`config.mk`:
```
export PLATFORM = sky130hd
export DESIGN_NAME = conv_mac_array
export DESIGN_NICKNAME = d
export VERILOG_FILES = /design/src/rtl/conv_mac_pkg.sv /design/src/rtl/fp16_add_tree.sv /design/src/rtl/conv_mac_array.sv
export SDC_FILE = /design/constraint.sdc
export NUM_CORES = 2
export LEC_CHECK = 0
export ABC_AREA = 1
export CAP_MARGIN = 20
export CORE_MARGIN = 3
export CORE_UTILIZATION = 40
export CTS_BUF_LIST = sky130_fd_sc_hd__clkbuf_4
export DETAILED_ROUTE_END_ITERATION = 16
export HOLD_SLACK_MARGIN = 0.02
export PLACE_DENSITY = 0.52
export REMOVE_ABC_BUFFERS = 1
export SETUP_SLACK_MARGIN = 0.02
export SLEW_MARGIN = 40
export SYNTH_ARGS = -nofsm -noshare
export SYNTH_HDL_FRONTEND = slang
export SYNTH_HIERARCHICAL = 1
export SYNTH_SLANG_ARGS = --single-unit
```
`constraint.sdc`:
```
create_clock -name clk -period 12.2 [get_ports clk]
set_clock_uncertainty 0.05 [all_clocks]
set_input_delay 1.22 -clock clk [delete_from_list [all_inputs] [get_ports clk]]
set_output_delay 1.22 -clock clk [all_outputs]
set_load 0.1 [all_outputs]
```
`src/rtl/conv_mac_pkg.sv`:
```
// Shared types and fp16 arithmetic for the int8 x fp16 MAC array.
// fp16 helpers round to nearest even, saturate to inf and flush subnormals to signed zero.
package conv_mac_pkg;
    localparam int FP16_W = 16;
    localparam int INT_W  = 8;
    localparam logic [FP16_W-1:0] FP16_ZERO = 16'h0000;
    localparam logic [FP16_W-1:0] FP16_ONE  = 16'h3C00;

    typedef struct packed {
        logic valid;
        logic first;
        logic last;
        logic relu;
    } tag_t;

    function automatic int clog2(input int v);
        int r;
        r = 0;
        while ((1 << r) < v) r++;
        return r;
    endfunction

    // m holds the significand with its leading one at bit 10; g/st are guard and sticky
    function automatic logic [15:0] rnd_pack(input logic s, input int e, input logic [10:0] m,
                                             input logic g, input logic st);
        logic [11:0] r;
        int          ee;
        ee = e;
        r  = {1'b0, m} + {11'h0, g & (st | m[0])};
        if (r[11]) begin
            r  = r >> 1;
            ee = ee + 1;
        end
        if (ee >= 31) return {s, 5'h1f, 10'h0};
        if (ee <= 0)  return {s, 15'h0};
        return {s, ee[4:0], r[9:0]};
    endfunction

    function automatic logic [15:0] i8_to_h(input logic [INT_W-1:0] x);
        logic [7:0]  m;
        logic [17:0] t;
        int          p;
        m = x[7] ? 8'(-x) : x;
        p = 0;
        for (int i = 0; i < 8; i++) if (m[i]) p = i;
        if (m == 8'h0) return FP16_ZERO;
        t = 18'(m) << (10 - p);
        return {x[7], 5'(15 + p), t[9:0]};
    endfunction

    function automatic logic [15:0] fp16_mul(input logic [15:0] a, input logic [15:0] b);
        logic        s;
        logic [21:0] p;
        int          e;
        s = a[15] ^ b[15];
        if (a[14:10] == 5'h0 || b[14:10] == 5'h0) return {s, 15'h0};
        if (a[14:10] == 5'h1f || b[14:10] == 5'h1f) return {s, 5'h1f, 10'h0};
        p = {11'h0, 1'b1, a[9:0]} * {11'h0, 1'b1, b[9:0]};
        e = int'(a[14:10]) + int'(b[14:10]) - 15;
        if (p[21]) return rnd_pack(s, e + 1, p[21:11], p[10], |p[9:0]);
        return rnd_pack(s, e, p[20:10], p[9], |p[8:0]);
    endfunction

    function automatic logic [15:0] fp16_add(input logic [15:0] a, input logic [15:0] b);
        logic [15:0] x, y;
        logic [44:0] sh;
        logic [13:0] ys;
        logic [14:0] s;
        int          e, d, lz;
        if (a[14:10] == 5'h0 && b[14:10] == 5'h0) return {a[15] & b[15], 15'h0};
        if (a[14:10] == 5'h0)  return b;
        if (b[14:10] == 5'h0)  return a;
        if (a[14:10] == 5'h1f) return a;
        if (b[14:10] == 5'h1f) return b;
        if (a[14:0] >= b[14:0]) begin x = a; y = b; end
        else begin x = b; y = a; end
        e  = int'(x[14:10]);
        d  = e - int'(y[14:10]);
        // align the smaller operand, folding everything shifted out into the sticky bit
        sh = {1'b1, y[9:0], 34'h0} >> d;
        ys = {sh[44:32], |sh[31:0]};
        if (x[15] == y[15]) begin
            s = {1'b0, 1'b1, x[9:0], 3'b0} + {1'b0, ys};
            if (s[14]) begin
                s = {1'b0, s[14:2], s[1] | s[0]};
                e = e + 1;
            end
        end else begin
            s = {1'b0, 1'b1, x[9:0], 3'b0} - {1'b0, ys};
            if (s == 15'h0) return FP16_ZERO;
            lz = 0;
            for (int i = 0; i < 14; i++) if (s[i]) lz = 13 - i;
            s = s << lz;
            e = e - lz;
        end
        return rnd_pack(x[15], e, s[13:3], s[2], |s[1:0]);
    endfunction
endpackage

```
`src/rtl/fp16_add_tree.sv`:
```
// Pipelined pairwise fp16 reduction: log2(LANES) registered adder levels with tags and a
// side-band word carried alongside; everything holds while i_stall is high.
module fp16_add_reg
    import conv_mac_pkg::*;
(
    input  logic              clk,
    input  logic              rst,
    input  logic              i_en,
    input  logic [FP16_W-1:0] i_a,
    input  logic [FP16_W-1:0] i_b,
    output logic [FP16_W-1:0] o_sum
);
    logic [FP16_W-1:0] r_sum;

    always_ff @(posedge clk or posedge rst) begin
        if (rst)       r_sum <= FP16_ZERO;
        else if (i_en) r_sum <= fp16_add(i_a, i_b);
    end

    assign o_sum = r_sum;
endmodule

module fp16_add_tree
    import conv_mac_pkg::*;
#(
    parameter int LANES = 4
) (
    input  logic                         clk,
    input  logic                         rst,
    input  logic                         i_stall,
    input  tag_t                         i_tag,
    input  logic [FP16_W-1:0]            i_side,
    input  logic [LANES-1:0][FP16_W-1:0] i_data,
    output tag_t                         o_tag,
    output logic [FP16_W-1:0]            o_side,
    output logic [FP16_W-1:0]            o_sum,
    output logic                         o_busy
);
    localparam int L = clog2(LANES);

    // heap layout: node n sums children 2n+1 and 2n+2, leaves are the lane inputs
    logic [FP16_W-1:0]        w_node [2*LANES-1];
    tag_t [L:1]               r_tag;
    logic [L:1][FP16_W-1:0]   r_side;

    for (genvar i = 0; i < LANES; i++) begin : g_leaf
        assign w_node[LANES-1+i] = i_data[i];
    end

    for (genvar n = 0; n < LANES-1; n++) begin : g_add
        fp16_add_reg u_add (
            .clk   (clk),
            .rst   (rst),
            .i_en  (~i_stall),
            .i_a   (w_node[2*n+1]),
            .i_b   (w_node[2*n+2]),
            .o_sum (w_node[n])
        );
    end

    always_ff @(posedge clk or posedge rst) begin
        if (rst) begin
            r_tag  <= '0;
            r_side <= '0;
        end else if (!i_stall) begin
            r_tag[1]  <= i_tag;
            r_side[1] <= i_side;
            for (int k = 2; k <= L; k++) begin
                r_tag[k]  <= r_tag[k-1];
                r_side[k] <= r_side[k-1];
            end
        end
    end

    always_comb begin
        o_busy = 1'b0;
        for (int k = 1; k <= L; k++) o_busy = o_busy | r_tag[k].valid;
    end

    assign o_tag  = r_tag[L];
    assign o_side = r_side[L];
    assign o_sum  = w_node[0];
endmodule

```
`src/rtl/conv_mac_array.sv`:
```
// LANES-wide int8 x fp16 MAC: convert, multiply, tree-reduce, then accumulate over a
// run-time window with bias on the first beat; one fp16 result per window.
module conv_mac_array
    import conv_mac_pkg::*;
#(
    parameter int LANES   = 4,
    parameter int WIN_MAX = 16,
    parameter int CNT_W   = $clog2(WIN_MAX + 1)
) (
    input  logic                    clk,
    input  logic                    rst,
    input  logic                    in_valid,
    output logic                    in_ready,
    input  logic [INT_W*LANES-1:0]  in_data,
    input  logic [FP16_W*LANES-1:0] in_wgt,
    input  logic [CNT_W-1:0]        win_len,
    input  logic [FP16_W-1:0]       bias,
    input  logic                    relu_en,
    output logic                    out_valid,
    input  logic                    out_ready,
    output logic [FP16_W-1:0]       out_data,
    output logic                    busy
);
    logic                         r_out_valid, r_relu;
    logic [FP16_W-1:0]            r_out_data, r_acc;
    logic [CNT_W-1:0]             r_cnt, r_len, w_len_in, w_len;
    logic                         w_stall, w_acc, w_first, w_last, w_relu;
    logic [LANES-1:0][FP16_W-1:0] r_s0_act, r_s0_wgt, r_s1_prod;
    tag_t                         r_s0_tag, r_s1_tag, w_t_tag;
    logic [FP16_W-1:0]            r_s0_bias, r_s1_bias, w_t_bias, w_t_sum, w_acc_next;
    logic                         w_tree_busy;

    always_comb begin
        w_len_in = win_len;
        if (win_len == '0)                    w_len_in = CNT_W'(1);
        else if (win_len > CNT_W'(WIN_MAX))   w_len_in = CNT_W'(WIN_MAX);
    end

    assign w_stall  = r_out_valid & ~out_ready;
    assign in_ready = ~w_stall;
    assign w_acc    = in_valid & ~w_stall;
    assign w_first  = (r_cnt == '0);
    // window config is live on the first beat and latched for the rest of the window
    assign w_len    = w_first ? w_len_in : r_len;
    assign w_last   = (r_cnt == w_len - CNT_W'(1));
    assign w_relu   = w_first ? relu_en : r_relu;

    always_ff @(posedge clk or posedge rst) begin
        if (rst) begin
            r_cnt  <= '0;
            r_len  <= CNT_W'(1);
            r_relu <= 1'b0;
        end else if (w_acc) begin
            if (w_first) begin
                r_len  <= w_len_in;
                r_relu <= relu_en;
            end
            r_cnt <= w_last ? '0 : r_cnt + CNT_W'(1);
        end
    end

    always_ff @(posedge clk or posedge rst) begin
        if (rst) begin
            r_s0_act  <= '0;
            r_s0_wgt  <= '0;
            r_s1_prod <= '0;
            r_s0_tag  <= '0;
            r_s1_tag  <= '0;
            r_s0_bias <= FP16_ZERO;
            r_s1_bias <= FP16_ZERO;
        end else if (!w_stall) begin
            for (int i = 0; i < LANES; i++) begin
                r_s0_act[i]  <= i8_to_h(in_data[INT_W*i +: INT_W]);
                r_s0_wgt[i]  <= in_wgt[FP16_W*i +: FP16_W];
                r_s1_prod[i] <= fp16_mul(r_s0_act[i], r_s0_wgt[i]);
            end
            r_s0_tag  <= '{valid: w_acc, first: w_first, last: w_last, relu: w_relu};
            r_s1_tag  <= r_s0_tag;
            r_s0_bias <= bias;
            r_s1_bias <= r_s0_bias;
        end
    end

    fp16_add_tree #(.LANES(LANES)) u_tree (
        .clk     (clk),
        .rst     (rst),
        .i_stall (w_stall),
        .i_tag   (r_s1_tag),
        .i_side  (r_s1_bias),
        .i_data  (r_s1_prod),
        .o_tag   (w_t_tag),
        .o_side  (w_t_bias),
        .o_sum   (w_t_sum),
        .o_busy  (w_tree_busy)
    );

    assign w_acc_next = fp16_add(w_t_tag.first ? w_t_bias : r_acc, w_t_sum);

    always_ff @(posedge clk or posedge rst) begin
        if (rst) begin
            r_acc       <= FP16_ZERO;
            r_out_data  <= FP16_ZERO;
            r_out_valid <= 1'b0;
        end else if (!w_stall) begin
            if (w_t_tag.valid) r_acc <= w_acc_next;
            if (w_t_tag.valid && w_t_tag.last) begin
                r_out_data  <= (w_t_tag.relu && w_acc_next[15]) ? FP16_ZERO : w_acc_next;
                r_out_valid <= 1'b1;
            end else begin
                r_out_valid <= 1'b0;
            end
        end
    end

    assign out_valid = r_out_valid;
    assign out_data  = r_out_data;
    assign busy      = r_s0_tag.valid | r_s1_tag.valid | w_tree_busy | r_out_valid;
endmodule
```
Word-level counts from Yosys, hierarchy flattened
Cells that the tools add are included.
{ "op_classes": {"multipliers": 4, "mux": 815, "bitwise": 44, "n_reduce_logical": 58, "addsub": 66, "magnitude_cmp": 29, "n_shift": 12, "n_eq_ne": 21} }
{ "ops": {"columns": ["operator", "count"], "rows": [
  ["$mux W32", 213],
  ["$mux W16", 198],
  ["$mux W14", 35],
  ["$ge A32 B6 Y1 const B", 12],
  ["$le A32 B1 Y1 const B", 12],
  ["$mux W1", 341],
  ["$add A32 B2 Y32 const B", 8],
  ["$shr A45 B32 Y45", 4],
  ["$add A11 B1 Y12", 12],
  ["$reduce_or A32 Y1", 4],
  ["$shl A15 B32 Y14", 4],
  ["$shl A8 B32 Y10", 4],
  ["$sub A5 B32 Y32 const A", 4],
  ["$sub A6 B32 Y32", 4],
  ["$mux W10", 12],
  ["$logic_not A5 Y1", 18],
  ["$mul A11 B11 Y22", 4],
  ["$eq A5 B5 Y1 const B", 16],
  ["$add A14 B14 Y15", 4],
  ["$ge A15 B15 Y1", 4],
  ["$logic_not A15 Y1", 4],
  ["$sub A14 B14 Y15", 4],
  ["$reduce_or A10 Y1", 4],
  ["$reduce_or A9 Y1", 4],
  ["25 further kinds", 120]
]} }
{ "word_totals": {"in_bits": 122, "output_inout_bits": 19, "reg_bits": 364, "elab_cells": 1090} }

Longest topological paths before layout
{ "depth": {"ltp_word": 96, "depth_mapped": 74, "mapped_depth_nobuf": 70} }

Modules after synthesis
The synthesis kept the hierarchy.
{ "by_module_without_submodules": {"columns": ["module", "n_inst", "seq_area_each_um2", "cells_each", "area_each_um2"], "rows": [
  ["conv_mac_array", 1, 6907.9, 5629, 39780.7],
  ["fp16_add_reg (u_tree.g_add[0].u_add ...)", 2, 400.4, 1161, 6399.9],
  ["fp16_add_reg (u_tree.g_add[2].u_add)", 1, 400.4, 1198, 6610.1],
  ["fp16_add_tree", 1, 1001.0, 192, 1744.2]
]} }

Worst setup path before layout
Ideal clock, no wire load.
{ "synth_path": {"path_type": "flip-flop to flip-flop", "startpoint": "register u_tree.r_tag (netlist bit u_tree/o_tag[2])", "endpoint": "register r_out_data[1], in the netlist out_data[1]", "arrival_time_ps": 7799, "path_buffers": 4, "stages_incl_launch_ff": 68, "setup_slack_ps": 4231, "setup_time_ps": 120, "period_less_slack_ps": 7969, "t_required_ps": 12030, "cell_sequence": "dfrtp_1 buf_4 inv_2 clkbuf_1 or2_2 o21ai_0 inv_1 ha_1 a21oi_1 nand2_1 nand2_1 nand2_1 nand2_2 nand3_4 nand2_1 nand2_4 inv_4 nand2_4 (+32 left out) ha_1 a22o_1 nor2_1 nand2_1 nor3_1 nand3_1 nand2_1 nand2_2 nor2_4 nand3_4 nand2_2 nor2_4 nand2_1 nand2_1 nand2_1 nand2_1 nand2_1 nand2_1"} }
{ "synth_between": {"elab_chain_len": 71, "elab_cells_between_ends": 137, "cone_classes": "7 x add/sub; 3 x order compare; 2 x eq/ne; 2 x shift; 113 x mux; 4 x bitwise; 6 x reduce/logical"} }
{ "synth_lines": {"columns": ["item", "line", "source"], "rows": [
  ["from (decl)", "fp16_add_tree.sv:43", "tag_t [L:1] r_tag;"],
  ["from (signal, indexed assignment)", "fp16_add_tree.sv:69", "r_tag[k] <= r_tag[k-1];"],
  ["$mux W16 (*)", "conv_mac_array.sv:97", "assign w_acc_next = fp16_add(w_t_tag.first ? w_t_bias : r_acc, w_t_sum);"],
  ["parallel branches: the longest is 67 deep, another holds $ge A15 B15 Y1", null, null],
  ["$mux W16 (*)", "conv_mac_pkg.sv:71", "if (a[14:10] == 5'h0) return b;"],
  ["$logic_and A1 B1 Y1", "conv_mac_array.sv:107", "r_out_data <= (w_t_tag.relu && w_acc_next[15]) ? FP16_ZERO : w_acc_next;"],
  ["$mux W16 (*)", "conv_mac_array.sv:107", null],
  ["to (signal assigned)", "conv_mac_array.sv:107", null],
  ["to (decl)", "conv_mac_array.sv:25", "logic [FP16_W-1:0] r_out_data, r_acc;"]
]} }
Mark *: on every way between the ends. The select of a mux whose other input is x is not followed.
A chain may end at the register's enable or synchronous reset.

Final worst setup path
{ "layout_path": {"startpoint": "register u_tree.r_tag (netlist bit u_tree/o_tag[2])", "endpoint": "register r_acc[5]"} }
{ "layout_between": {"elab_chain_len": 69, "elab_cells_between_ends": 132, "cone_classes": "7 x add/sub; 3 x order compare; 2 x eq/ne; 2 x shift; 110 x mux; 3 x bitwise; 5 x reduce/logical"} }
{ "layout_lines": {"columns": ["item", "line", "source"], "rows": [
  ["$mux W16 (*)", "conv_mac_array.sv:97", null],
  ["parallel branches: the longest is 67 deep, another holds $ge A15 B15 Y1", null, null],
  ["$mux W16 (*)", "conv_mac_pkg.sv:71", null],
  ["to (signal assigned)", "conv_mac_array.sv:105", "if (w_t_tag.valid) r_acc <= w_acc_next;"],
  ["to (decl)", "conv_mac_array.sv:25", null]
]} }
Marked as above.

==> run metrics <==
status finished, final reports clean; Post-Route WL approximately 180 mm; share of layout cells above drive strength 1 0.0655; Layout area overhead 5.88%; Synth Flop Type dfrtp_1; Worst Hold Depth 2; routed via count 58200; slew margin rel. 0.401; Fillers approximately 16000; vias per inst between 5 and 6; CP startpoint u_tree/o_tag[2]; post-CTS setup buffers 0; GRT overflow 0; # IOs 141; ANT nets after route 0; Worst path max stage delay ~800 ps; drt pass-1 iters 5; Setup Viol. Count Final 0; # hold bufs at CTS 0; largest net degree at the start of global routing 130; Avg WL per Cell between 15 and 20 µm; Synth cell types 87; Achievable Freq 0.0937 GHz; Placement Rows roughly 140; PostCTS Resize Cnt 0; crit-path max FO 42; Final Cycle Share 0.874; Tot GR Track Use 0.228; Final Hold Fails 0; type of origin of the critical path register; asr flop ratio synth 1.00; die area about 160000 µm²; synthesized area around 61000 µm²; H-Tree Depth 3; RR Endpoint r_acc[5]; R2R setup slack 1530 ps; starting density of the core 0.404; Crit. End Element register; vias in the first global route about 57000; Seq/Total Area, Yosys 0.150; Die X 396 µm; met3 Resource Use GR 0.0220; HP Class reg -> reg; Slew @ Worst Pin 889 ps; fin nets roughly 10000; clock period minus worst slack between 10000 and 15000 ps; Syn Area/Cell 6.52 µm²; busiest grt layer met2; commonest non-fill, non-tap cell in the layout nand2_1; TritonCTS clock tree yes; Die Height between 300 and 400 µm; clock sinks 364; gpl congestion 0.915; final routed DRC violation total 0; Min-Delay Endpoint u_tree/r_side[11]; Iter 0 DRT Violations about 4200; most frequent CP cell nand2_1; insertion delay to the later sink of the worst-skew pair ~1000 ps; Worst path slowest cell dfrtp_1; first-pass GRT wire length approximately 300 mm; Util after Layout 0.428; GR Layer Usage met1 0.326; Crit Path Class reg -> reg; Yosys Warn Count 6; Max-Cap Viols 0; Final Slew Violations 0; Root Driver clkbuf_4; Critical Path RT around 13000 ps; I/O Buffers between 100 and 150; EDFF count, synth 0; core area 151000 µm²; initial antenna violation count 4; post-synthesis register bit count 364; CTS buffer count 103; Clock Path Buffers 3; HP Start r_s1_bias[11]; R2R depth 63; Reg clk slew, reported paths 60 ps; RSZ-0062 raised after global routing false; cells after synthesis 9341; DP Wirelength roughly 150 mm; reg2reg start u_tree/o_tag[2]; met2 usage 0.374; most frequent cells in the layout nand2_1 (2808), inv_1 (1463), nand3_1 (721); CP Data Arrival Time between 10000 and 15000 ps
cells in the mapped netlist, types with 13 or more instances:
master            n  area, µm²
a211oi_1         16        120
a21oi_1         419       2100
a22o_1           18        158
a31oi_1          54        338
a32o_1           14        140
buf_2            45        225
buf_4            63        473
buf_6            31        349
clkbuf_1        163        612
clkinv_1         23       86.3
dfrtp_1         363       9080
dlygate4sd1_1    14        123
fa_1            332       6650
ha_1            546       6830
inv_1          1464       5500
inv_2            71        267
nand2_1        2809      10500
nand2_2          88        551
nand2_4          24        270
nand3_1         721       3610
nand3_2          40        400
nand3b_1         29        218
nand4_1         112        701
nor2_1          531       1990
nor2_2           20        125
nor2_4           25        282
nor3_1           83        415
nor4_1           31        194
o211ai_1         49        368
o21ai_0         447       2240
o21ai_1          42        210
o21bai_1         54        405
o22ai_1          24        150
o31ai_1          48        360
or2_2            44        275
xnor2_1          66        578
xor2_1          224       1960
xor2_2           13        211
stage by stage:
step / worst slack (ps) / hold WS, ps / cells / setup TNS [ps] / cell area (µm²)
2_1_floorplan: -5370 / 391 / 9013 / -815700 / 59000
3_3_place_gp: 1670 / 404 / 11200 / 0 / 63200
3_5_place_dp: 1590 / 403 / 11200 / 0 / 63200
4_1_cts: 1580 / 398 / 11400 / 0 / 64500
5_1_grt: 241 / 408 / 11400 / 0 / 64500
6_report: 1530 / 396 / 11400 / 0 / 64500
how the worst max path moves through the flow:
stage | endpoint
floorplan | out_data[0]
global placement | out_data[7]
detailed placement | r_acc[7]
CTS | r_acc[7]
global route | out_data[1]
finish | r_acc[5]
layout make-up:
cell class / count / area (µm²) / share of cell area
Antenna cell: 2 / 5.00 / 0.0000776
Clock buffer: 138 / 1040 / 0.0161
Clock inverter: 39 / 229 / 0.00355
Inverter: 1567 / 5940 / 0.0920
Multi-Input combinational cell: 7082 / 44100 / 0.684
Sequential cell: 364 / 9110 / 0.141
Tap cell: 2016 / 2520 / 0.0391
Timing Repair Buffer: 169 / 1570 / 0.0243
routing by layer:
metal,up-vias,wire (µm)
li1,29600,-
met1,27300,88600
met2,1122,81400
met3,206,6740
met4,2,3120
met5,-,7
critical path: cells and delay by family, from the launching register on:
kind,cells,cell delay (ps)
simple gates,42,5260
buf+inv,9,1380
fa+ha+maj,5,1630
flops,1,780
compound gates,7,1410
sequential cells by signal, indices dropped and copies added, names as in the netlist, 48 cells and up:
signal and cells:
u_tree/g_add.u_add/o_sum 48, r_s1_prod 64, r_s0_wgt 64, r_s0_act 64
cell families after synthesis:
family                     after synthesis  synth area share
and+or+nand+nor                       4608             0.330
buffers and inverters                 1895             0.128
AOI/OAI and AO/OA                     1285             0.124
adders and majority gates              878             0.221
DFF                                    364             0.150
xor gates and xnor gates               305            0.0461
muxes                                    6          0.000986
Power is left out: the tool's default activity adds up to more than one toggle a clock period on the data nets, which glitch-free logic cannot reach.
